`src/rtl/trip_latch_debounce.sv`:
```
// Per-channel trip debounce and latch feeding the voting logic; outputs registered one edge after a sample.
// Trips latch until an operator reset is accepted with the last raw sample clear; invalid mode fails safe as tripped.
module trip_latch_debounce #(
  parameter int NChannels     = 3,
  parameter int DebounceCount = 3
) (
  input  logic                   clk,
  input  logic                   rst_n,
  input  logic                   sample_valid,
  input  logic [NChannels-1:0]   sensor_trips,
  input  logic [2*NChannels-1:0] mode,
  input  logic [NChannels-1:0]   trip_reset,
  output logic [NChannels-1:0]   trip_out,
  output logic                   trip_valid,
  output logic [NChannels-1:0]   mode_err
);

  localparam int CntW = 4;
  localparam logic [CntW-1:0] DebCnt = CntW'(DebounceCount);

  typedef enum logic [1:0] {
    IDLE    = 2'd0,
    PENDING = 2'd1,
    TRIPPED = 2'd2
  } state_t;

  // Channels are handled by bit position; channel 0 sits at the MSB of every vector.
  state_t              r_state     [NChannels];
  state_t              w_state_nxt [NChannels];
  logic [CntW-1:0]     r_cnt       [NChannels];
  logic [CntW-1:0]     w_cnt_nxt   [NChannels];
  logic [CntW-1:0]     w_cnt_inc   [NChannels];
  logic [NChannels-1:0] r_raw_q;
  logic [NChannels-1:0] r_mode_err;
  logic [NChannels-1:0] w_raw;
  logic [NChannels-1:0] w_mode3;
  logic                 r_trip_valid;

  always_ff @(posedge clk or negedge rst_n) begin
    if (!rst_n) begin
      for (int b = 0; b < NChannels; b++) begin
        r_state[b] <= IDLE;
        r_cnt[b]   <= '0;
      end
      r_raw_q      <= '0;
      r_mode_err   <= '0;
      r_trip_valid <= 1'b0;
    end else begin
      for (int b = 0; b < NChannels; b++) begin
        r_state[b] <= w_state_nxt[b];
        r_cnt[b]   <= w_cnt_nxt[b];
      end
      if (sample_valid) begin
        r_raw_q    <= w_raw;
        r_mode_err <= r_mode_err | w_mode3;
      end
      r_trip_valid <= sample_valid;
    end
  end

  always_comb begin
    w_raw   = '0;
    w_mode3 = '0;
    for (int b = 0; b < NChannels; b++) begin
      w_state_nxt[b] = r_state[b];
      w_cnt_nxt[b]   = r_cnt[b];
      w_cnt_inc[b]   = r_cnt[b] + CntW'(1);
      w_mode3[b]     = (mode[2*b +: 2] == 2'd3);
      w_raw[b]       = (mode[2*b +: 2] == 2'd2) || (mode[2*b +: 2] == 2'd3) ||
                       ((mode[2*b +: 2] == 2'd1) && sensor_trips[b]);
      if (sample_valid) begin
        case (mode[2*b +: 2])
          2'd0: begin
            w_state_nxt[b] = IDLE;
            w_cnt_nxt[b]   = '0;
          end
          2'd1: begin
            if (sensor_trips[b]) begin
              if (r_state[b] != TRIPPED) begin
                if (w_cnt_inc[b] >= DebCnt) begin
                  w_state_nxt[b] = TRIPPED;
                  w_cnt_nxt[b]   = DebCnt;
                end else begin
                  w_state_nxt[b] = PENDING;
                  w_cnt_nxt[b]   = w_cnt_inc[b];
                end
              end
            end else if ((r_state[b] != TRIPPED) || trip_reset[b]) begin
              // A clear sample together with reset releases a latched trip on this edge.
              w_state_nxt[b] = IDLE;
              w_cnt_nxt[b]   = '0;
            end
          end
          default: begin
            w_state_nxt[b] = TRIPPED;
            w_cnt_nxt[b]   = DebCnt;
          end
        endcase
      end else if ((r_state[b] == TRIPPED) && trip_reset[b] && !r_raw_q[b]) begin
        w_state_nxt[b] = IDLE;
        w_cnt_nxt[b]   = '0;
      end
    end
  end

  always_comb begin
    trip_out = '0;
    for (int b = 0; b < NChannels; b++) begin
      trip_out[b] = (r_state[b] == TRIPPED);
    end
  end

  assign trip_valid = r_trip_valid;
  assign mode_err   = r_mode_err;

endmodule

```
`config.mk`:
```
export PLATFORM = sky130hd
export DESIGN_NAME = trip_latch_debounce
export DESIGN_NICKNAME = d
export VERILOG_FILES = /design/src/rtl/trip_latch_debounce.sv
export SDC_FILE = /design/constraint.sdc
export NUM_CORES = 1
export LEC_CHECK = 0
export ABC_AREA = 1
export BUFFER_PORTS_ARGS = -buffer_cell sky130_fd_sc_hd__buf_2
export CAP_MARGIN = 25
export CORE_MARGIN = 4
export CORE_UTILIZATION = 50
export DETAILED_ROUTE_END_ITERATION = 6
export PLACE_DENSITY_LB_ADDON = 0.08
export SLEW_MARGIN = 20
export SYNTH_ARGS = -nofsm -noshare
export SYNTH_HDL_FRONTEND = slang
export SYNTH_SLANG_ARGS = --single-unit
```
`constraint.sdc`:
```
create_clock -name clk -period 2.13 [get_ports clk]
set_input_delay 0.3195 -clock clk [delete_from_list [all_inputs] [get_ports clk]]
set_output_delay 0.3195 -clock clk [all_outputs]
set_load 0.02 [all_outputs]
```
== Yosys cells after proc, flatten, opt, wreduce, memory -nomap -nowiden ==
Cells that the tools add are included.

* Div/mod/pow operators: 0
* Bitwise operators: 1
* Add/sub/neg operators: 3
* Mux-type cells: 42
* $lt $le $gt $ge: 3
* Multipliers: 0
* Shift-type cells: 0
* Equal/unequal tests: 21
* Reductions and logical operators: 30

{| class="wikitable"
|+ Operators by type and width
! operator !! count
|-
| 4-bit 2-to-1 mux || 18
|-
| 2-bit 2-to-1 mux || 18
|-
| 4-bit by 3-bit inequality test with 1-bit output, second input constant || 6
|-
| 4-bit case mux with 2 select lines || 3
|-
| 2-bit equality test, second input constant || 9
|-
| 4-bit by 1-bit adder with 4-bit output, second input constant || 3
|-
| 4-bit by 2-bit greater-or-equal comparator with 1-bit output, second input constant || 3
|-
| 2-bit case mux with 2 select lines || 3
|-
| 1-bit logical AND || 9
|-
| 1-bit logical OR || 9
|-
| 3-bit AND reduction || 3
|-
| 2-bit by 1-bit equality test with 1-bit output, second input constant || 3
|-
| 2-bit zero test || 3
|-
| 2-bit inequality test, second input constant || 3
|-
| 2-bit nonzero test || 3
|-
| 1-bit zero test || 3
|-
| 3-bit bitwise OR || 1
|}

* Latch bits: 0
* Register bits: 25
* Memory bits (read-only): 0
* RAM bits: 0
* Memories: 0
* Logic and storage cells: 109
* Bits of input ports: 15

== Logic depth before layout (Yosys ltp) ==
Gate-level depths: netlist (run 1).

* Word-level depth: 7
* Depth in mapped cells: 10
* Mapped depth without buffers: 10

== Least setup slack after synthesis (run 1) ==
Ideal clock, no wire load.

* Path kind: flip-flop to flip-flop
* Start: register r_cnt[0] (netlist bit)
* End: register r_state[1] (netlist bit)
* Stages on the path, launching flop included: 9
* Setup slack: 0.904 ns
* Arrival time: 1.108 ns
* Clock period less this slack: 1.226 ns
* Cells stage by stage: dfrtp_1 -> ha_1 -> inv_1 -> nor2_1 -> nor2_2 -> and2_4 -> nand2_1 -> nand3_1 -> nand2_1

* Longest elaborated chain between the ends: 7

{| class="wikitable"
|+ RTL lines
! what !! RTL line !! RTL
|-
| start: declaration || 30 || <nowiki>logic [CntW-1:0] r_cnt [NChannels];</nowiki>
|-
| start signal: indexed assignment || 51 || <nowiki>r_cnt[b] <= w_cnt_nxt[b];</nowiki>
|-
| 4-bit by 1-bit adder with 4-bit output || 67 || <nowiki>w_cnt_inc[b] = r_cnt[b] + CntW'(1);</nowiki>
|-
| 4-bit by 2-bit greater-or-equal comparator with 1-bit output || 80 || <nowiki>if (w_cnt_inc[b] >= DebCnt) begin</nowiki>
|-
| 2-bit 2-to-1 mux || 80 ||
|-
| 2-bit 2-to-1 mux || 79 || <nowiki>if (r_state[b] != TRIPPED) begin</nowiki>
|-
| 2-bit 2-to-1 mux || 78 || <nowiki>if (sensor_trips[b]) begin</nowiki>
|-
| 2-bit case mux with 2 select lines || 72 || <nowiki>case (mode[2*b +: 2])</nowiki>
|-
| 2-bit 2-to-1 mux || 71 || <nowiki>if (sample_valid) begin</nowiki>
|-
| end signal: indexed assignment || 50 || <nowiki>r_state[b] <= w_state_nxt[b];</nowiki>
|-
| end: declaration || 28 || <nowiki>state_t r_state [NChannels];</nowiki>
|}

Every way passes these cells. The select of a mux whose other input is x is not followed.
A chain may end at the register's enable or synchronous reset.

== Worst setup path after layout (run 1) ==
* Start: register r_state[0] (netlist bit)
* End: output port trip_out[2]

* Longest elaborated chain between the ends: 1

{| class="wikitable"
|+ RTL lines
! what !! RTL line !! RTL
|-
| 2-bit equality test || 109 || <nowiki>trip_out[b] = (r_state[b] == TRIPPED);</nowiki>
|-
| end: declaration || 13 || <nowiki>output logic [NChannels-1:0] trip_out,</nowiki>
|}

Every way passes these cells.

==> impl_metrics.csv, run 1 <==
group,metric,value,unit
layout,diodes,0,
yosys,ys_warn_count,0,
yosys,synth.top_cell.area_share,42.05,%
timing,fmax,700.6,MHz
timing,worst_pin_slew,0.5615,ns
critical_path,end_kind,"primary output",
global_route,grt_max_degree,26,
cts,clockBufferDepth,2,
floorplanning,rows,19,
cts,clkTransAtPathRegs,0.15,ns
drt,via_per_inst,4.956,
cts,cts_root_buf,"clkbuf_4",
yosys,postSynthCellCount,194,
place,placed_area,1619,µm²
cts,cts-resized-gates,0,
job,maxCapViolCount,0,
drt,wl,2.780,mm
critical_path,r2r-start,"r_cnt[0]$_DFFE_PN0P_",
layout,multi_input_area,725.7,µm²
yosys,syn_nets,215,
floorplanning,die_x,62.55,µm
place,gp_congestion,0.8241,
yosys,yosysTopAreaCell,"dfrtp_1",
timing,fin_skew,0.01107,ns
timing,finalCriticalPeriod,1.427,ns
critical_path,r2r_end,"r_state[1]$_DFFE_PN0P_",
floorplanning,start_util,53.03,%
timing,hold_viol,0,
timing,rsz0062_at_grt,"false",
global_route,overflow,0,
drt,top_layer_used,"met4",
yosys,synth_seq_cells,25,
hold_path,min_to,"mode_err[1]$_DFFE_PN0P_",
place,port_buffers,21,
cts,cts_tree,"done",
drt,first_iter_violations,46,
pwr,ir_drop,350.9,µV
layout,fillerInstances,260,
drt,vias,1234,
place,dp_hpwl,2.228,mm
floorplanning,core_area,2805,µm²
layout,layout_commonest_cell,"nand2_1",
global_route,grt_pass1_vias,1282,
yosys,ys_seq_area_share,42.05,%
floorplanning,die_h,62.55,µm
critical_path,worstSetupStartpointType,"flip-flop",
layout,fin_area,1659,µm²
run_status,outcome,"finished, final reports clean",
critical_path,cp.required,1.81,ns
pwr,p_leak,0.0008837,µW
floorplanning,ios,22,
cts,clock_sink_count,25,
timing,finalSetupTns,0,ns
timing,fin_crit_sh,67.02,%
yosys,netlist_top_cells_area,"dfrtp_1 42%, nand2_1 15%, inv_1 6.1%",
yosys,syn_area,1488,µm²
floorplanning,die_area,3912,µm²
critical_path,reg2reg_depth,9,
layout,fin_nets,240,
timing,timing.final.max_slew_violations,0,
hold_path,hp-start,"mode[2]",
layout,syn2layout_area_growth,11.52,%
cts,insertion_delay,0.32,ns
hold_path,hold_depth,2,
layout,layout_common_cells,"58 x nand2_1, 25 x dfrtp_1, 24 x inv_1, 21 x buf_2, 15 x nand3_1",
timing,finalSetupViolCount,0,
drt,wl_per_cell,11.16,µm
drt,m1WireLength,1.252,mm
global_route,grt_pass1_wl,5.354,mm
global_route,grt_use_total,16.67,%
yosys,synth_cell_types,25,
drt,antenna_left,0,
yosys,avgSynthCellArea,7.668,µm²
critical_path,path_max_fanout,3,
pwr,power.density,618.2,nW/µm²
drt,drc_errors,0,
critical_path,crit_type,"flip-flop to primary output",
cts,cts_made_buffers,3,
drt,wl_met3,85,µm
layout,seqCellArea,625.6,µm²
cts,ctsHtreeMaxLevel,1,
critical_path,ff2ff_setup_slack,0.78,ns
hold_path,hold_path.class,"input port to flip-flop",
timing,relSlewSlack,62.56,%
drt,first_pass_iters,4,
global_route,antenna_found_initial,0,
layout,drive_gt1_share,27.98,%
critical_path,crit_arrival,1.11,ns
drt,route.met2.wl,1.421,mm
-- report_power, final --
group          internal, µW  switching [µW]
registers               510            34.6
clock network          71.6             148
logic                  96.5             165
total                   678             347
-- registers in the layout (all words and copies together) (netlist names) --
name        flops
r_cnt          12
r_state         6
mode_err        3
r_raw_q         3
trip_valid      1
-- repair_timing --
action                                 CTS  global route
hold buffers                             1             0
buffers inserted                         0             0
endpoints found under the hold margin   25             0
-- per-stage QoR --
stage	std cells	util, %	total power [µW]	hold slack (ns)	worst slack [ns]
floorplan	194	-	736.6	0.02391	0.9040
global placement	244	57.72	802.3	0.3403	0.8061
detailed placement	244	57.72	815.7	0.3467	0.7854
CTS	249	59.14	1040	0.2630	0.6789
global route	249	59.14	1121	0.2486	0.5986
finish	249	59.14	1026	0.2713	0.7026
-- area by class of cell --
class / instances / share of cell area (%)
Inverter: 33 / 7.466
Timing Repair Buffer: 22 / 6.938
Tap cell: 31 / 2.338
Clock buffer: 3 / 1.357
Clock inverter: 1 / 0.4525
Multi-Input combinational cell: 134 / 43.74
Sequential cell: 25 / 37.71
-- cells in the mapped netlist (all sizes together) --
master  instances
buf             2
nand2          66
ha              6
or2             1
a21oi           1
and2            1
nand3          16
a31o            3
inv            33
nor2           23
o211ai          1
nand3b          1
nand4           5
nor3            1
dfrtp          25
o21ai           9
-- layer usage --
metal,track usage [%],vias to the layer above
met5,0,-
met1,19.43,561
met2,31.16,18
met3,2.338,2
met4,5.234,0
li1,-,653
-- worst max-delay path by stage --
stage | from | to | slack, ns | depth (start not counted)
6_report | r_state[0]$_DFFE_PN0P_ | trip_out[2] | 0.70 | 2
5_1_grt | r_cnt[0]$_DFFE_PN0P_ | r_cnt[1]$_DFFE_PN0P_ | 0.60 | 10
4_1_cts | r_state[4]$_DFFE_PN0P_ | trip_out[0] | 0.68 | 2
3_5_place_dp | r_cnt[0]$_DFFE_PN0P_ | r_state[1]$_DFFE_PN0P_ | 0.79 | 9
3_3_place_gp | sample_valid | r_cnt[4]$_DFFE_PN0P_ | 0.81 | 6
2_1_floorplan | r_cnt[0]$_DFFE_PN0P_ | r_state[1]$_DFFE_PN0P_ | 0.90 | 8
-- cells by family (layout without fill, tap and decap cells) --
logic type	count (synthesis)	count (layout)	share of synthesized area [%]
buffers and inverters	35	59	9.167
adders and majority gates	6	6	5.046
and+or+nand+nor	114	114	37.34
DFF	25	25	42.05
AOI/OAI and AO/OA	14	14	6.393
-- worst max-delay path, stage by stage (launching register included) --
cell	delay (ns)
dfrtp_1	0.43
nor2_2	0.17
buf_2	0.19
Power figures use the tool's default switching activity.
==> inputs of run 2 (changes only) <==
--- a/config.mk
+++ b/config.mk
@@ -5,7 +5,7 @@
 export SDC_FILE = /design/constraint.sdc
 export NUM_CORES = 1
 export LEC_CHECK = 0
-export ABC_AREA = 1
+export ABC_AREA = 0
 export BUFFER_PORTS_ARGS = -buffer_cell sky130_fd_sc_hd__buf_2
 export CAP_MARGIN = 25
 export CORE_MARGIN = 4
==> constraint.sdc (replaced) <==
create_clock -name clk -period 1.4 [get_ports clk]
set_input_delay 0.21 -clock clk [delete_from_list [all_inputs] [get_ports clk]]
set_output_delay 0.21 -clock clk [all_outputs]
set_load 0.02 [all_outputs]
==> impl_metrics.csv, run 2 <==
group,metric,value,unit
floorplanning,rows,18,
critical_path,crit_chain,"buf_4 > ha_4 > or4_4 > o31ai_4 > a211oi_2 > a221o_1",
place,port_buffers,21,
layout,top_register,"r_cnt",
yosys,synth_most_common_cell,"dfrtp_1",
cts,ctsHtreeMaxLevel,1,
timing,worst_pin_slew,0.5477,ns
timing,rsz0062_at_grt,"true",
cts,cts_root_buf,"clkbuf_4",
cts,cts_tree,"done",
layout,fin_util,74.45,%
yosys,synth_xor_area_share,0,%
layout,diodes,0,
drt,first_pass_iters,4,
critical_path,critPathBufInv,1,
cts,clockBufferDepth,2,
yosys,synth_edf_count,0,
hold_path,hold_path.class,"input port to flip-flop",
pwr,ir_drop,767.8,µV
critical_path,crit_slowest_cell,"or4_4",
pwr,p_leak,0.0008552,µW
run_status,outcome,"finished, violations left",
global_route,grt_use_met1,24.15,%
timing,holdWs,0.1740,ns
floorplanning,die_area,3578,µm²
yosys,ys_warn_count,0,
place,dp_hpwl,2.378,mm
timing,relSlewSlack,63.49,%
timing,finalSetupViolCount,11,
layout,fillerInstances,182,
yosys,synthFlopType,"dfrtp_1",
timing,fmax,569.4,MHz
yosys,synth_commonest_cells,"25 x dfrtp_1, 11 x inv_1, 11 x nand2_1",
timing,hold_viol,0,
yosys,synth_top_family_by_area,"compound AO/OA/AOI/OAI gates",
critical_path,cp.required,1.61,ns
yosys,syn_nets,156,
global_route,grt_max_degree,26,
yosys,async_flop_share,100.0,%
critical_path,cp_slowest_stage_delay,0.43,ns
critical_path,crit_type,"flip-flop to flip-flop",
yosys,synth_compound_area_share,23.86,%
layout,fin_area,1878,µm²
critical_path,crit_arrival,1.97,ns
layout,final_cells,214,
timing,finalSetupTns,-2.281,ns
yosys,synthMuxAreaShare,0,%
yosys,postSynthCellCount,135,
drt,wl_per_cell,15.32,µm
floorplanning,die_h,59.82,µm
critical_path,r2r_end,"r_cnt[9]$_DFFE_PN0P_",
job,maxCapViolCount,0,
layout,drive_gt1_share,43.48,%
drt,first_iter_violations,60,
place,gp_congestion,0.7978,
global_route,met2_usage,37.50,%
layout,syn2layout_area_growth,39.89,%
timing,timing.final.max_slew_violations,0,
global_route,antenna_found_initial,0,
yosys,syn_area,1343,µm²
floorplanning,ios,22,
layout,fin_nets,206,
timing,fin_ws,-0.3562,ns
critical_path,ff2ff_setup_slack,-0.36,ns
critical_path,path_delay_family,"compound AO/OA/AOI/OAI gates",
yosys,synth_cell_types,40,
run_status,violations,"setup timing",
pwr,power.density,957.4,nW/µm²
drt,antenna_left,0,
hold_path,min_to,"r_raw_q[1]$_DFFE_PN0P_",
layout,largest_register_ffs,12,
hold_path,hold_depth,3,
layout,layout_common_cells,"25 x dfrtp_1, 25 x buf_4, 18 x buf_2, 10 x nand2_1, 7 x inv_1",
global_route,grt_util_met3,2.808,%
cts,clkTransAtPathRegs,0.13,ns
yosys,synth_fa_ha_area_share,5.592,%
timing,fin_crit_sh,125.4,%
cts,cts_made_buffers,3,
global_route,grt_pass1_vias,1244,
yosys,ys_seq_area_share,46.60,%
global_route,grt-busiest-layer,"met2",
yosys,synth.top_cell.area_share,46.60,%
critical_path,path_max_fanout,4,
critical_path,reg2reg_depth,6,
critical_path,r2r-start,"r_cnt[9]$_DFFE_PN0P_",
yosys,yosysTopAreaCell,"dfrtp_1",
cts,insertion_delay,0.31,ns
drt,via_per_inst,5.565,
global_route,grt_pass1_wl,5.430,mm
global_route,grt_use_total,20.51,%
critical_path,end_kind,"flip-flop",
layout,reg_top3,"r_cnt x12, r_state x6",
timing,fin_skew,0.002319,ns
drt,wl,3.279,mm
critical_path,worstSetupStartpointType,"flip-flop",
place,placed_area,1649,µm²
floorplanning,die_x,59.82,µm
floorplanning,core_area,2522,µm²
drt,vias,1191,
yosys,synth_seq_cells,25,
drt,drc_errors,0,
hold_path,hp-start,"mode[2]",
yosys,netlist_top_cells_area,"dfrtp_1 47%, ha_1 5.6%, inv_1 3.1%",
place,dp.cells,201,
yosys,avgSynthCellArea,9.945,µm²
timing,finalCriticalPeriod,1.756,ns
global_route,overflow,0,
cts,clock_sink_count,25,
floorplanning,start_util,53.22,%
yosys,synth-simple-area-share,19.76,%
run 2: logic make-up (layout without fill, tap and decap cells):
kind of cell	after synthesis	after routing
AOI/OAI and AO/OA	44	44
adders and majority gates	6	6
buffers and inverters	15	64
DFF	25	25
and+or+nand+nor	45	45
run 2: worst max-delay path by stage:
| stage | cells after the start | slack (ns) | from | to |
|---|---|---|---|---|
| after floorplan | 5 | -0.28 | r_cnt[9]$_DFFE_PN0P_ | r_cnt[9]$_DFFE_PN0P_ |
| after global placement | 5 | -0.29 | r_cnt[9]$_DFFE_PN0P_ | r_cnt[9]$_DFFE_PN0P_ |
| after detailed placement | 5 | -0.37 | r_cnt[9]$_DFFE_PN0P_ | r_cnt[9]$_DFFE_PN0P_ |
| after CTS | 6 | -0.34 | r_cnt[8]$_DFFE_PN0P_ | r_cnt[9]$_DFFE_PN0P_ |
| after global routing | 6 | -0.40 | r_cnt[9]$_DFFE_PN0P_ | r_cnt[9]$_DFFE_PN0P_ |
| final | 6 | -0.36 | r_cnt[9]$_DFFE_PN0P_ | r_cnt[9]$_DFFE_PN0P_ |
run 2: repair_timing:
action,4_1_cts,5_1_grt
endpoints found under the hold margin,25,0
hold buffers,1,0
pin swaps,5,7
buffers inserted,4,4
gates cloned,0,0
endpoints found under the setup margin,13,16
gates resized for setup,19,13
run 2: worst reg2reg max path, delay by kind of cell, from the launching register on:
kind                     cells  cell delay [ns]
AO/OA/AOI/OAI                3             0.48
buffers and inverters        1             0.16
adder cells (fa/ha/maj)      1             0.16
flip-flops                   1             0.42
AND/OR/NAND/NOR              1             0.43
run 2: area by class of cell:
type / count / area (µm²) / share of cell area [%]
multi-input combinational: 95 / 809.5 / 43.10
sequential: 25 / 625.6 / 33.31
clock inverter: 1 / 5.005 / 0.2665
timing repair buffer: 48 / 332.8 / 17.72
inverter: 12 / 45.04 / 2.398
clock buffer: 3 / 22.52 / 1.199
tap: 30 / 37.54 / 1.999
run 2: report_power, final:
group	switching, µW	internal, µW	leakage [µW]	total [µW]
combinational	314	341	0.000536	654
clock	212	107	0.0000177	318
sequential	48.7	777	0.000301	825
total	574	1220	0.000855	1800
run 2: metal layers:
layer / share of wire [%] / wire length, µm
met5: 0 / 0
met4: 0.58 / 19
met3: 3.8 / 126
met2: 52 / 1709
met1: 43 / 1424
run 2: through the flow:
stage / total power, µW / worst slack [ns]
2_1_floorplan: 1110 / -0.2771
3_3_place_gp: 1298 / -0.2864
3_5_place_dp: 1329 / -0.3736
4_1_cts: 1739 / -0.3447
5_1_grt: 1903 / -0.4039
6_report: 1798 / -0.3562
